--- config.mk ---
export PLATFORM = sky130hd
export DESIGN_NAME = ab_input_conditioner
export DESIGN_NICKNAME = d
export VERILOG_FILES = /design/src/rtl/ab_cond_pkg.sv /design/src/rtl/ab_input_conditioner_debounce_ch.sv /design/src/rtl/ab_input_conditioner.sv
export SDC_FILE = /design/constraint.sdc
export NUM_CORES = 1
export LEC_CHECK = 0
export ABC_AREA = 1
export ABC_CLOCK_PERIOD_IN_PS = 1550
export CELL_PAD_IN_SITES_DETAIL_PLACEMENT = 0
export CELL_PAD_IN_SITES_GLOBAL_PLACEMENT = 1
export CORE_ASPECT_RATIO = 1.1
export CORE_MARGIN = 10
export CORE_UTILIZATION = 45
export CTS_CLUSTER_SIZE = 25
export DETAILED_ROUTE_END_ITERATION = 10
export DONT_BUFFER_PORTS = 1
export GPL_TIMING_DRIVEN = 0
export PLACE_DENSITY = 0.78
export SLEW_MARGIN = 20
export SYNTH_ARGS = -nofsm -noshare
export SYNTH_HDL_FRONTEND = slang
export SYNTH_SLANG_ARGS = --single-unit
export TNS_END_PERCENT = 5
--- constraint.sdc ---
create_clock -name clk -period 1.55 [get_ports clk]
set_input_delay 0.155 -clock clk [delete_from_list [all_inputs] [get_ports clk]]
set_output_delay 0.155 -clock clk [all_outputs]
set_load 0.02 [all_outputs]
--- src/rtl/ab_cond_pkg.sv ---
// Shared types for the a/b input conditioner: pairing FSM state encoding.
package ab_cond_pkg;

  typedef enum logic [1:0] {
    PC_IDLE   = 2'd0,
    PC_WAIT_A = 2'd1,
    PC_WAIT_B = 2'd2
  } pair_state_t;

endpackage

--- src/rtl/ab_input_conditioner_debounce_ch.sv ---
// One input channel: 2-FF synchroniser, counter debounce, rising-edge strobe.
module debounce_ch #(
  parameter int DB_CYCLES = 4
) (
  input  logic clk,
  input  logic rst,
  input  logic x_raw,
  output logic lvl,
  output logic rise
);

  localparam int CNT_W = $clog2(DB_CYCLES + 1);
  localparam logic [CNT_W-1:0] CNT_LAST = CNT_W'(DB_CYCLES - 1);

  logic             s1;
  logic             s2;
  logic             lvl_d;
  logic [CNT_W-1:0] cnt;

  always_ff @(posedge clk or negedge rst) begin
    if (!rst) begin
      s1 <= 1'b0;
      s2 <= 1'b0;
    end else begin
      s1 <= x_raw;
      s2 <= s1;
    end
  end

  // A disagreeing run must last DB_CYCLES samples; any agreeing sample restarts it.
  always_ff @(posedge clk or negedge rst) begin
    if (!rst) begin
      cnt   <= '0;
      lvl   <= 1'b0;
      lvl_d <= 1'b0;
    end else begin
      lvl_d <= lvl;
      if (s2 != lvl) begin
        if (cnt == CNT_LAST) begin
          lvl <= s2;
          cnt <= '0;
        end else begin
          cnt <= cnt + 1'b1;
        end
      end else begin
        cnt <= '0;
      end
    end
  end

  assign rise = lvl & ~lvl_d;

endmodule

--- src/rtl/ab_input_conditioner.sv ---
// Conditions raw a/b pins into one-cycle pulses, pairing events that land
// within PAIR_WIN cycles of each other so downstream logic sees a&b together.
module ab_input_conditioner
  import ab_cond_pkg::*;
#(
  parameter int DB_CYCLES = 4,
  parameter int PAIR_WIN  = 2
) (
  input  logic clk,
  input  logic rst,
  input  logic a_raw,
  input  logic b_raw,
  output logic a,
  output logic b,
  output logic a_lvl,
  output logic b_lvl
);

  localparam int TMR_W = $clog2(PAIR_WIN + 1);
  localparam logic [TMR_W-1:0] TMR_LOAD = TMR_W'(PAIR_WIN);
  localparam logic [TMR_W-1:0] TMR_ONE  = TMR_W'(1);

  logic        rise_a;
  logic        rise_b;
  pair_state_t state;
  logic [TMR_W-1:0] tmr;

  debounce_ch #(.DB_CYCLES(DB_CYCLES)) u_db_a (
    .clk  (clk),
    .rst  (rst),
    .x_raw(a_raw),
    .lvl  (a_lvl),
    .rise (rise_a)
  );

  debounce_ch #(.DB_CYCLES(DB_CYCLES)) u_db_b (
    .clk  (clk),
    .rst  (rst),
    .x_raw(b_raw),
    .lvl  (b_lvl),
    .rise (rise_b)
  );

  // Partner rise is tested before timer expiry so a last-moment partner still pairs.
  always_ff @(posedge clk or negedge rst) begin
    if (!rst) begin
      state <= PC_IDLE;
      tmr   <= '0;
      a     <= 1'b0;
      b     <= 1'b0;
    end else begin
      a <= 1'b0;
      b <= 1'b0;
      case (state)
        PC_IDLE: begin
          if (rise_a && rise_b) begin
            a <= 1'b1;
            b <= 1'b1;
          end else if (rise_a) begin
            state <= PC_WAIT_B;
            tmr   <= TMR_LOAD;
          end else if (rise_b) begin
            state <= PC_WAIT_A;
            tmr   <= TMR_LOAD;
          end
        end
        PC_WAIT_B: begin
          if (rise_b) begin
            a     <= 1'b1;
            b     <= 1'b1;
            state <= PC_IDLE;
          end else if (tmr == TMR_ONE) begin
            a     <= 1'b1;
            state <= PC_IDLE;
          end else begin
            tmr <= tmr - 1'b1;
          end
        end
        PC_WAIT_A: begin
          if (rise_a) begin
            a     <= 1'b1;
            b     <= 1'b1;
            state <= PC_IDLE;
          end else if (tmr == TMR_ONE) begin
            b     <= 1'b1;
            state <= PC_IDLE;
          end else begin
            tmr <= tmr - 1'b1;
          end
        end
        default: begin
          state <= PC_IDLE;
          tmr   <= '0;
        end
      endcase
    end
  end

endmodule
Word-level counts from Yosys, hierarchy flattened
Cells that the tools add are included.

Output and inout port bits: 4. Flip-flop bits (word level): 20. Word-level logic and storage cells: 64. Bits of input ports: 4.

Mux-type cells: 26. Reductions and logical operators: 6. Eq/ne operators: 11. Add/sub/neg operators: 3. Bitwise operators: 4.

Operators by type and width (number): $mux 2 (12); $mux 3 (4); $pmux 2 s3 (2); $add 3x1->3 const B (2); $eq 3x2->1 const B (2); $mux 1 (6); $ne 2x2->1 const B (3); $pmux 1 s3 (2); $reduce_and 2->1 (3); $eq 2x1->1 const B (2); $reduce_and 4->1 (1); $ne 3x3->1 const B (1); $and 1x1->1 (2); $eq 2x2->1 const B (1); $logic_not 2->1 (1); $ne 1x1->1 (2); $not 1->1 (2); $sub 2x1->2 const B (1); $logic_and 1x1->1 (1).

Depth between registers and ports, before layout
Word-level depth: 6. Depth in mapped cells: 8. Depth with buffers taken out: 8.

Cells and area by module
From an unflattened synthesis, not the netlist that was laid out.

Cell total of the unflattened synthesis: 123. Area, all modules: 994.7 um^2.

Modules (own cells, without submodules): debounce_ch (sequential area each 175.2 um^2, cells an instance 27, area each 265.3 um^2, times used 2); ab_input_conditioner (sequential area each 150.1 um^2, cells an instance 69, area each 464.2 um^2, times used 1).

Worst setup path after synthesis
No wires, ideal clock.

Kind: reg2reg. Start point: reg state[0]. End point: reg tmr[0]. Stages on the path, launching flop included: 9. Period minus slack after synthesis: 1276 ps. Path buffers: 0. Slack: 274 ps. Setup time: 116 ps. Required time: 1434 ps. Data arrival time: 1160 ps. Cells stage by stage: dfrtp_1 inv_1 ha_1 nand2_1 nand2_1 nor2_2 nand2_2 nand2_1 nand2_1.

Cells in the longest elaborated chain, start to end: 3.

RTL lines: start: declaration (line ab_input_conditioner.sv:25) `pair_state_t state;`; start signal: assignment (line ab_input_conditioner.sv:47) `state <= PC_IDLE;`; start signal: assignment (line ab_input_conditioner.sv:60) `state <= PC_WAIT_B;`; start signal: assignment (line ab_input_conditioner.sv:63) `state <= PC_WAIT_A;`; $eq 2x2->1 (tied with other cells) (line ab_input_conditioner.sv:54) `case (state)`; $ne 2x2->1 (no line) or $ne 3x3->1 (tied branches); $reduce_and 4->1 (no line); end signal: assignment (line ab_input_conditioner.sv:76) `tmr <= tmr - 1'b1;`; end signal: assignment (line ab_input_conditioner.sv:88) `tmr <= tmr - 1'b1;`; end: declaration (line ab_input_conditioner.sv:26) `logic [TMR_W-1:0] tmr;`.

Parallel ways exist; a longest one is shown, timed or not. A chain may end at the register's enable or synchronous reset.

Worst setup path in the final report
Start point: reg state[0]. End point: reg tmr[1].

The elaborated chain is that of the path after synthesis.

==> report_table.html <==
<table>
<tr><th>Metric</th><th>Value</th></tr>
<tr><th colspan="2">Placed design</th></tr>
<tr><td>Inst Count DP</td><td>roughly 130</td></tr>
<tr><td>HPWL after detailed placement</td><td>around 1200 um</td></tr>
<tr><td>Routability congestion estimate</td><td>approximately 0.83</td></tr>
<tr><td># port buffers</td><td>0</td></tr>
<tr><td>Pre-CTS worst setup slack</td><td>0.141 ns</td></tr>
<tr><th colspan="2">Timing</th></tr>
<tr><td>Min setup slack post-route</td><td>0.146 ns</td></tr>
<tr><td>Max_slew headroom</td><td>42.4%</td></tr>
<tr><td>Final Skew</td><td>0.000815 ns</td></tr>
<tr><td>Slew at the pin closest to its max-slew limit</td><td>0.860 ns</td></tr>
<tr><td>Unrepaired setup endpoints after global routing</td><td>false</td></tr>
<tr><td>Final worst path period share</td><td>between 90% and 100%</td></tr>
<tr><td>Final Critical Period</td><td>1.40 ns</td></tr>
<tr><td>Total Negative Setup Slacks</td><td>0 ns</td></tr>
<tr><td>Number of pins with negative max-slew slack in the final report</td><td>0</td></tr>
<tr><td>Hold violation count in the final report</td><td>0</td></tr>
<tr><td>Final setup fails</td><td>0</td></tr>
<tr><td>Min Hold Slack</td><td>~0.36 ns</td></tr>
<tr><td>Upper clock frequency limit</td><td>712 MHz</td></tr>
<tr><th colspan="2">Flow run</th></tr>
<tr><td>Number of maximum-capacitance violations</td><td>0</td></tr>
<tr><th colspan="2">Floorplanning</th></tr>
<tr><td>Number of standard-cell rows in the floorplan</td><td>17</td></tr>
<tr><td>Initial Utilization</td><td>a little under half</td></tr>
<tr><td>Area of the core region</td><td>2040 sq um</td></tr>
<tr><td>IO Pins</td><td>8</td></tr>
<tr><td>Die area</td><td>4420 sq um</td></tr>
<tr><td>Die Wd</td><td>64.3 um</td></tr>
<tr><td>DIE HEIGHT</td><td>slightly below 70 um</td></tr>
<tr><th colspan="2">Clock network</th></tr>
<tr><td>Clock buffer depth</td><td>2</td></tr>
<tr><td>Cts-stage hold buffer count</td><td>3</td></tr>
<tr><td>Max H-tree Level</td><td>1</td></tr>
<tr><td>Buffers inserted by post-CTS timing repair</td><td>0</td></tr>
<tr><td>Clock latency on the worst-skew pair</td><td>0.28 ns</td></tr>
<tr><td>Number of gates resized after cts</td><td>0</td></tr>
<tr><td>Total clock sinks</td><td>20</td></tr>
<tr><td>TritonCTS buffer count</td><td>3</td></tr>
<tr><td>Clock-pin slew on the worst setup and hold paths</td><td>0.10 ns</td></tr>
<tr><td>Clock root cell</td><td>sky130_fd_sc_hd__clkbuf_4</td></tr>
<tr><td>TritonCTS clock tree</td><td>built</td></tr>
<tr><th colspan="2">Min path</th></tr>
<tr><td>Worst-case hold path end point</td><td>u_db_a.s2</td></tr>
<tr><td>Number of cells traversed by the worst hold path</td><td>0</td></tr>
<tr><td>Tightest Hold Check Type</td><td>flip-flop to flip-flop</td></tr>
<tr><td>Hold path start</td><td>u_db_a.s1</td></tr>
<tr><th colspan="2">Critical path</th></tr>
<tr><td>End of the worst register-to-register path</td><td>tmr[1]</td></tr>
<tr><td>Crit start category</td><td>flip-flop</td></tr>
<tr><td>Critical R2R Launch</td><td>state[0]</td></tr>
<tr><td>Most Frequent Cell on Critical Path</td><td>sky130_fd_sc_hd__nand3_1</td></tr>
<tr><td>Cell with the largest stage delay on the worst path</td><td>sky130_fd_sc_hd__dfrtp_1</td></tr>
<tr><td>Top fanout value on the critical path</td><td>5</td></tr>
<tr><td>CP peak stage delay</td><td>0.43 ns</td></tr>
<tr><td>Worst reg2reg path depth</td><td>7</td></tr>
<tr><td>Endpoint type of the worst setup path</td><td>flip-flop</td></tr>
<tr><td>Reg-to-reg setup timing slack</td><td>0.15 ns</td></tr>
<tr><td>Cell chain of the critical path</td><td>inv_1, ha_1, nand3_1, nor2_2, nor2_4, nand3_1, nand2_1</td></tr>
<tr><td>CP arrival</td><td>between 1.5 and 2 ns</td></tr>
<tr><td>Count of buffering cells on the critical path with inverters included</td><td>1</td></tr>
<tr><td>Required time of the critical path</td><td>1.74 ns</td></tr>
<tr><td>Category of the critical setup timing path</td><td>flip-flop to flip-flop</td></tr>
<tr><td>Kind of cell with the highest combined delay on the critical path</td><td>simple AND/OR/NAND/NOR gates</td></tr>
<tr><th colspan="2">Logic synthesis</th></tr>
<tr><td>FF+latch count, synth</td><td>20</td></tr>
<tr><td>Number of distinct library cell variants in the gate-level netlist after synthesis</td><td>18</td></tr>
<tr><td>Synth Warn #</td><td>0</td></tr>
<tr><td>Synthesized instance count</td><td>103</td></tr>
<tr><td>Syn Area/Cell</td><td>9.43 sq um</td></tr>
<tr><td>Post-Syn Nets</td><td>114</td></tr>
<tr><td>Post-Syn Area</td><td>971 sq um</td></tr>
<tr><td>Sequential area share after synthesis</td><td>51.5%</td></tr>
<tr><th colspan="2">Finish</th></tr>
<tr><td>Fraction of layout instances using a drive strength above 1</td><td>15.6%</td></tr>
<tr><td>Area grow syn2layout</td><td>9.02%</td></tr>
<tr><td>N_diodes</td><td>0</td></tr>
<tr><td>Fin nets</td><td>122</td></tr>
<tr><td>Final Instance Count excl. Fillers</td><td>137</td></tr>
<tr><th colspan="2">Power</th></tr>
<tr><td>Areal power density over the cells</td><td>1890 nW/um^2</td></tr>
<tr><td>Highest ir drop seen on vdd</td><td>0.000849 V</td></tr>
<tr><td>Leakage Power</td><td>about 0.53 nW</td></tr>
<tr><td>Power after layout</td><td>2.00 mW</td></tr>
<tr><th colspan="2">Route</th></tr>
<tr><td>Detailed Routing Iterations Pass 1</td><td>4</td></tr>
<tr><td>DRC</td><td>0</td></tr>
<tr><td>Via count</td><td>660</td></tr>
<tr><td>Post-DR vias/cell</td><td>4.82</td></tr>
<tr><td>Post-DR wirelength/cell</td><td>approximately 11 um</td></tr>
<tr><td>Post-Route WL</td><td>1500 um</td></tr>
<tr><td>Detail Route Antenna Nets</td><td>0</td></tr>
<tr><td>Count of routing violations after the opening detailed-route iteration</td><td>21</td></tr>
<tr><th colspan="2">GRT</th></tr>
<tr><td>Number of antenna violations at the first check in global routing</td><td>0</td></tr>
<tr><td>Vias in the first global route</td><td>between 700 and 800</td></tr>
<tr><td>Overall Global Routing Usage</td><td>approximately 7.8%</td></tr>
<tr><td>Global-route congestion overflow total</td><td>0</td></tr>
<tr><td>Pin count of the biggest net entering global routing</td><td>21</td></tr>
<tr><td>Wire length of the first global-routing pass</td><td>2770 um</td></tr>
<tr><th colspan="2">Run status</th></tr>
<tr><td>Outcome</td><td>finished, final reports clean</td></tr>
</table>
==> flip-flops by register name, indices dropped and copies added (netlist names) <==
name / cells
u_db_a.lvl_d: 1
u_db_b.lvl: 1
u_db_a.lvl: 1
a: 1
u_db_b.cnt: 3
u_db_a.s2: 1
u_db_b.s2: 1
state: 2
u_db_a.cnt: 3
tmr: 2
u_db_a.s1: 1
u_db_b.s1: 1
u_db_b.lvl_d: 1
b: 1
==> stage by stage <==
| step | utilization, % | cell area, sq um |
|---|---|---|
| floorplan | - | 971 |
| global placement | 49.3 | 1010 |
| detailed placement | 49.3 | 1010 |
| CTS | 51.8 | 1060 |
| global route | 51.8 | 1060 |
| finish | 51.8 | 1060 |
==> report_power, final <==
part / switching (mW) / internal [mW]
clock network: 0.135 / 0.0902
logic: 0.542 / 0.360
registers: 0.192 / 0.686
==> kinds of logic (layout without fill, tap and decap cells) <==
kind of cell,Yosys count,after routing,share of synthesized area (%)
AO/OA/AOI/OAI,6,6,3.48
adder cells (fa/ha/maj),7,7,9.02
XOR/XNOR,2,2,1.80
AND/OR/NAND/NOR,54,54,28.7
flip-flops,20,20,51.5
buffers and inverters,14,20,5.41
==> synthesized netlist by cell type, drive strengths merged <==
library cell / number / area share [%]
a31oi: 1 / 0.64
o21ai: 1 / 0.51
nor2: 16 / 9.5
dfrtp: 20 / 52
o21bai: 1 / 0.77
nand2: 21 / 9.1
nand3: 12 / 6.7
ha: 7 / 9.0
nor3: 2 / 1.0
a21oi: 3 / 1.5
inv: 14 / 5.4
xnor2: 2 / 1.8
nor3b: 3 / 2.3
==> per-layer routing <==
metal | share of wire [%] | vias up | routed length [um] | global-route usage, %
met1 | 46 | 310 | 688 | 8.06
li1 | - | 339 | - | -
met3 | 3.3 | 2 | 50 | 1.93
met4 | 0.67 | 0 | 10 | 3.21
met5 | 0 | - | 0 | 0
met2 | 50 | 9 | 749 | 14.8
==> placed cells by master, fill, tap and decap left out, drive strengths merged <==
cell type    instances
a21oi                3
a31oi                1
clkbuf               3
dfrtp               20
dlygate4sd3          3
ha                   7
inv                 14
nand2               21
nand3               12
nor2                16
nor3                 2
nor3b                3
o21ai                1
o21bai               1
xnor2                2
==> worst register-to-register path: stages (launching register included) <==
cell	delay (ns)
sky130_fd_sc_hd__dfrtp_1	0.43
sky130_fd_sc_hd__inv_1	0.11
sky130_fd_sc_hd__ha_1	0.28
sky130_fd_sc_hd__nand3_1	0.14
sky130_fd_sc_hd__nor2_2	0.16
sky130_fd_sc_hd__nor2_4	0.06
sky130_fd_sc_hd__nand3_1	0.06
sky130_fd_sc_hd__nand2_1	0.05
==> worst max path at each step <==
stage / from / endpoint / cells after the start
after floorplan: state[0] / tmr[0] / 8
after global placement: state[0] / tmr[1] / 7
after detailed placement: state[0] / tmr[0] / 7
after CTS: state[0] / tmr[0] / 7
after global routing: state[1] / tmr[1] / 7
final: state[0] / tmr[1] / 7
==> area by class of cell <==
type,instances,area [sq um]
fillers,199,983
flip-flops and latches,20,500
multi-input cells,69,418
inverters,14,52.6
well taps,28,35.0
repair buffers,3,30.0
clock buffers,3,22.5
Power figures use the tool's default switching activity.
==> edit 1: new RTL, config.mk and constraints unchanged <==
Reset style: synchronous (`rst`), changed in 3 clocked blocks.
--- a/src/rtl/ab_input_conditioner_debounce_ch.sv
+++ b/src/rtl/ab_input_conditioner_debounce_ch.sv
@@ -19,3 +19,3 @@
 
-  always_ff @(posedge clk or negedge rst) begin
+  always_ff @(posedge clk) begin
     if (!rst) begin
@@ -30,3 +30,3 @@
   // A disagreeing run must last DB_CYCLES samples; any agreeing sample restarts it.
-  always_ff @(posedge clk or negedge rst) begin
+  always_ff @(posedge clk) begin
     if (!rst) begin
--- a/src/rtl/ab_input_conditioner.sv
+++ b/src/rtl/ab_input_conditioner.sv
@@ -44,3 +44,3 @@
   // Partner rise is tested before timer expiry so a last-moment partner still pairs.
-  always_ff @(posedge clk or negedge rst) begin
+  always_ff @(posedge clk) begin
     if (!rst) begin
Formal check against the unedited RTL: differs if rst is asserted again (counterexample within 10 cycles, from zero or initial values and one cycle with rst low); with rst held inactive, the same outputs for 10 cycles.
==> edit 1 against the original RTL <==
Setup slack got worse by 0.0098 ns; wire length is 5.3% higher; design area is 1.2% lower; sequential cell count unchanged; non-clock buffer count rose by 1; area after synthesis shrank 1.7%; maximum frequency decreased by 0.69%; clock skew rose by 0.0047 ns.
Power is not compared: it rests on default switching activity, and its combinational part moved more than twofold at a synthesized area within 25%.
==> edit 1: results (changes against the original RTL) <==
metric,value,unit,change
Overall Global Routing Usage,0.08455,,+0.006897
Worst EP arrival,1.61,ns,+0.02 ns
Fillers,211,,+6.0%
PortBufs,0,,unchanged
largest net degree at the start of global routing,11,,-48%
CTS buffer count,3,,unchanged
clk_lat worst skew,0.29,ns,
"Async S/R FF share, synth",0,,-1.000
# H-tree levels,1,,unchanged
Largest regs,"u_db_a.cnt (3), u_db_b.cnt (3)",,
Pre-Repair DR Iteration Count,4,,unchanged
Post-Route WL,1578,microns,+5.3%
"Seq/Total Area, Yosys",0.4194,,-0.09607
Final Net Count,148,,+21%
crit path max-delay cell type,dfxtp_1,,
Max stage delay on crit path,0.39,ns,-0.04 ns
placed inst area,989.7,sq um,-1.6%
pre-CTS setup slack,0.09177,ns,-0.04952 ns
vias,739,,+12%
Slew @ Worst Pin,0.4314,ns,-0.4290 ns
Setup crit end kind,flip-flop,,
Post-CTS Setup Bufs,0,,unchanged
Syn Nets,140,,+23%
antenna diode count,0,,unchanged
Worst R2R End,a,,
CTS Root Cell,clkbuf_4,,
Synth area leaders,"dfxtp_1 42%, ha_1 13%, inv_1 10%, nand3_1 7.3%, nand2_1 6.7%",,
Post-synth top cells,"26 x inv_1, 20 x dfxtp_1, 17 x nand2_1",,
leak pwr,0.4839,nW,
crit path from,state[1],,
Power Internal,666.7,uW,
critical path's top delay family,flip-flops,,
CTS Buffer Depth,2,,unchanged
initial DRC count,16,,-24%
Hold WC Path Type,primary input to flip-flop,,
vias in the first global route,693,,-2.4%
"CTS clk-pin slew, worst paths",0.10,ns,about the same
initial antenna violation count,0,,unchanged
unique cell type count in the Yosys netlist,14,,-4
status,finished clean,,
peak fanout along the critical path,5,,unchanged
Ys Warns,0,,unchanged
first-pass GRT wire length,2877,microns,+4.0%
Synth Flop Type,dfxtp_1,,
layout cells sized above 1,0.1136,,-0.04233
Clock Skews,0.005549,ns,+0.004734 ns
maximum VDD drop,0.5253,mV,
Register-to-Register Path Depth,8,,+1
routability-driven placement congestion ratio,0.9105,,+10%
Worst Slack Setup Final,0.1362,ns,-0.009791 ns
Final HPWL DP,1255,microns,+4.2%
## edit 1: changes by cell type after synthesis, moves of 3 or more
cell and delta:
a21oi_1 +6, nor3b_1 -3, nand3_1 +3, inv_1 +14
dfxtp_1 +20, ha_1 +3, nor2_1 +5, dfrtp_1 -20
nor2_4 -3
## edit 1: worst min path at each step
stage,from,to,slack (ns),cells after the start
after global routing,rst,tmr[1],0.06,2
final,rst,tmr[1],0.04,2
after global placement,b_raw,u_db_b.s1,0.25,2
after floorplan,a_raw,u_db_a.s1,0.25,2
after CTS,rst,tmr[1],0.03,2
after detailed placement,b_raw,u_db_b.s1,0.26,2
## edit 1: kinds of logic (layout without fill, tap and decap cells)
family / count (synthesis) / count (layout) / synth area share
simple gates: 54 / 54 / 0.2543
buf+inv: 27 / 33 / 0.1075
fa+ha+maj: 10 / 10 / 0.1311
compound gates: 15 / 15 / 0.08780
flops: 20 / 20 / 0.4194
## edit 1: worst reg2reg max path: stages (launching register included)
cell and delay [ns]:
dfxtp_1 0.39, inv_1 0.09, ha_1 0.26, nand3_1 0.15, nor2_2 0.06, a21oi_1 0.17, nand3_1 0.10, nand3_1 0.08
inv_1 0.04
## edit 1: what timing repair did
| item | in CTS | in global routing |
|---|---|---|
| endpoints found under the setup margin | 0 | 3 |
| hold buffers | 3 | 0 |
| hold endpoints to repair | 3 | 0 |
| gates resized for setup | 0 | 2 |
## edit 1: area by class of cell
cell class / count / area share
multi-input combinational: 79 / 0.4342
sequential: 20 / 0.3840
inverter: 26 / 0.09330
tap: 28 / 0.03349
timing repair buffer: 3 / 0.02871
clock buffer: 3 / 0.02153
buffer: 1 / 0.004785
## edit 1: through the flow
step                      cells    util
after floorplan             126       -
after global placement      154  0.4898
after detailed placement    154  0.4898
after CTS                   160  0.5158
after global routing        160  0.5176
final                       160  0.5176
## edit 1: layer usage
layer | track usage | share of wire | vias up
met3 | 0.03263 | 0.054 | 4
met2 | 0.1517 | 0.49 | 10
met5 | 0 | 0 | -
met1 | 0.08007 | 0.43 | 319
met4 | 0.05738 | 0.025 | 0
li1 | - | - | 406
## edit 1: power by group through the flow
| stage | combinational, mW | clock [mW] | sequential, mW |
|---|---|---|---|
| after floorplan | 0.0817 | 0 | 0.556 |
| after global placement | 0.0976 | 0 | 0.558 |
| after detailed placement | 0.0983 | 0 | 0.560 |
| after CTS | 0.104 | 0.251 | 0.548 |
| after global routing | 0.124 | 0.274 | 0.551 |
| final | 0.104 | 0.231 | 0.548 |
==> edit 2: new RTL, config.mk and constraints unchanged <==
Made on the original files. The parameter `PAIR_WIN` goes from 2 to 4.
--- a/src/rtl/ab_input_conditioner.sv
+++ b/src/rtl/ab_input_conditioner.sv
@@ -6,3 +6,3 @@
   parameter int DB_CYCLES = 4,
-  parameter int PAIR_WIN  = 2
+  parameter int PAIR_WIN  = 4
 ) (
Formal check against the unedited RTL: not equivalent (a bounded check fails within 10 cycles, from zero or initial values and one cycle with rst low).
==> edit 2 against the original RTL <==
Area after synthesis increased by 7.7%; wire length is 7.7% higher; setup slack got worse by 0.0011 ns; sequential power is 6.0% higher; sequential cell count increased by 1; cell count is 15% higher; synthesized cell count grew 17%; design area rose by 8.5%; power up 10%; critical path type unchanged; critical endpoint unchanged; largest cell class unchanged; largest power group unchanged.
==> edit 2: results (changes against the original RTL) <==
metric,value,unit,change
status,finished clean,,
CTS buffer count,3,,unchanged
DP Cell Count,150,,+15%
Layout Cells excl Fill,157,,+15%
"Seq/Total Area, Yosys",0.5024,,-0.01307
initial DRC count,21,,unchanged
number of vias per cell,4.650,,-3.5%
Worst EP arrival,1.64,ns,+0.05 ns
WHS,0.3613,ns,+0.002301 ns
Largest regs,"tmr (3), u_db_a.cnt (3), u_db_b.cnt (3)",,
largest net degree at the start of global routing,22,,+4.8%
Worst R2R End,tmr[1],,
Overall Global Routing Usage,0.08167,,+0.004018
Fillers,210,,+5.5%
Post-synth top cells,"33 x nand2_1, 21 x dfrtp_1, 17 x inv_1",,
Synth Area in Compound Gates,0.02392,,-0.01087
maximum VDD drop,0.9887,mV,+16%
final period utilization,0.9065,,about the same
post-synthesis adder-cell area fraction,0.09569,,+0.005488
"Hold Violations, Final",0,,unchanged
Final Net Count,140,,+15%
Clock Skews,0.002497,ns,+0.001682 ns
unique cell type count in the Yosys netlist,16,,-2
placed inst area,1084,sq um,+7.7%
leak pwr,0.6007,nW,+13%
Synth Area in XOR/XNOR,0.01675,,-0.001295
peak fanout along the critical path,4,,-1
reg-to-reg critical path startpoint,state[1],,
layout cells sized above 1,0.1732,,+0.01727
first-pass GRT wire length,3036,microns,+9.8%
Synth area leaders,"dfrtp_1 50%, nand2_1 12%, ha_1 9.6%, inv_1 6.1%, nand3_1 2.9%",,
Ys Warns,0,,unchanged
Slew @ Worst Pin,0.9161,ns,+0.05562 ns
vias in the first global route,745,,+4.9%
Hold WC Path Type,flip-flop to flip-flop,,
Avg WL per Cell,10.28,microns,-6.0%
routability-driven placement congestion ratio,0.7869,,-5.0%
hold_sp,u_db_a.s1,,
hold-critical path endpoint,u_db_a.s2,,
Syn Nets,132,,+16%
Final HPWL DP,1254,microns,+4.2%
Core ar.,2230,sq um,+9.2%
Cells after Synth,120,,+17%
pre-CTS setup slack,0.09879,ns,-0.04250 ns
==> edit 2: cell types whose count changed in the layout (fill, tap and decap cells not counted), sizes merged, moves of 2 or more <==
cell   change
nand3      -4
nor3       +2
inv        +7
nand2     +15
a21oi      +2
nor2       -3
==> edit 2: routing by layer <==
metal,track usage,vias up,part of all wire
li1,-,383,-
met4,0.03497,0,0.012
met5,0,-,0
met1,0.09192,339,0.45
met2,0.1333,6,0.48
met3,0.03150,2,0.056
==> edit 2: logic make-up (layout without fill, tap and decap cells) <==
| group | Yosys count | after routing |
|---|---|---|
| AOI/OAI and AO/OA | 5 | 5 |
| adders and majority gates | 8 | 8 |
| buffers and inverters | 21 | 28 |
| xor gates and xnor gates | 2 | 2 |
| DFF | 21 | 21 |
| and+or+nand+nor | 63 | 63 |
==> edit 2: area by class of cell <==
type / count / area [sq um] / share of cell area
Clock buffer: 3 / 22.52 / 0.01961
Inverter: 21 / 78.83 / 0.06863
Sequential cell: 21 / 525.5 / 0.4575
Multi-Input combinational cell: 78 / 449.2 / 0.3911
Clock inverter: 1 / 5.005 / 0.004357
Tap cell: 30 / 37.54 / 0.03268
Timing Repair Buffer: 3 / 30.03 / 0.02614
==> edit 2: through the flow <==
stage	power, mW	utilization
final	2.211	0.5152
after CTS	2.238	0.5118
after global placement	1.946	0.4860
after detailed placement	1.957	0.4860
after global routing	2.478	0.5152
after floorplan	1.765	-
==> edit 2: report_power, final <==
group	total, mW	leakage [nW]	switching, mW	internal (mW)
Clock	0.246	0.0177	0.151	0.0958
Combinational	1.03	0.323	0.624	0.410
Sequential	0.931	0.260	0.208	0.723
==> edit 2: worst max path at each step <==
stage	endpoint	depth (start not counted)
floorplan	tmr[0]	8
finish	tmr[1]	7
CTS	tmr[0]	8
global placement	tmr[0]	8
global route	tmr[1]	7
detailed placement	tmr[0]	8
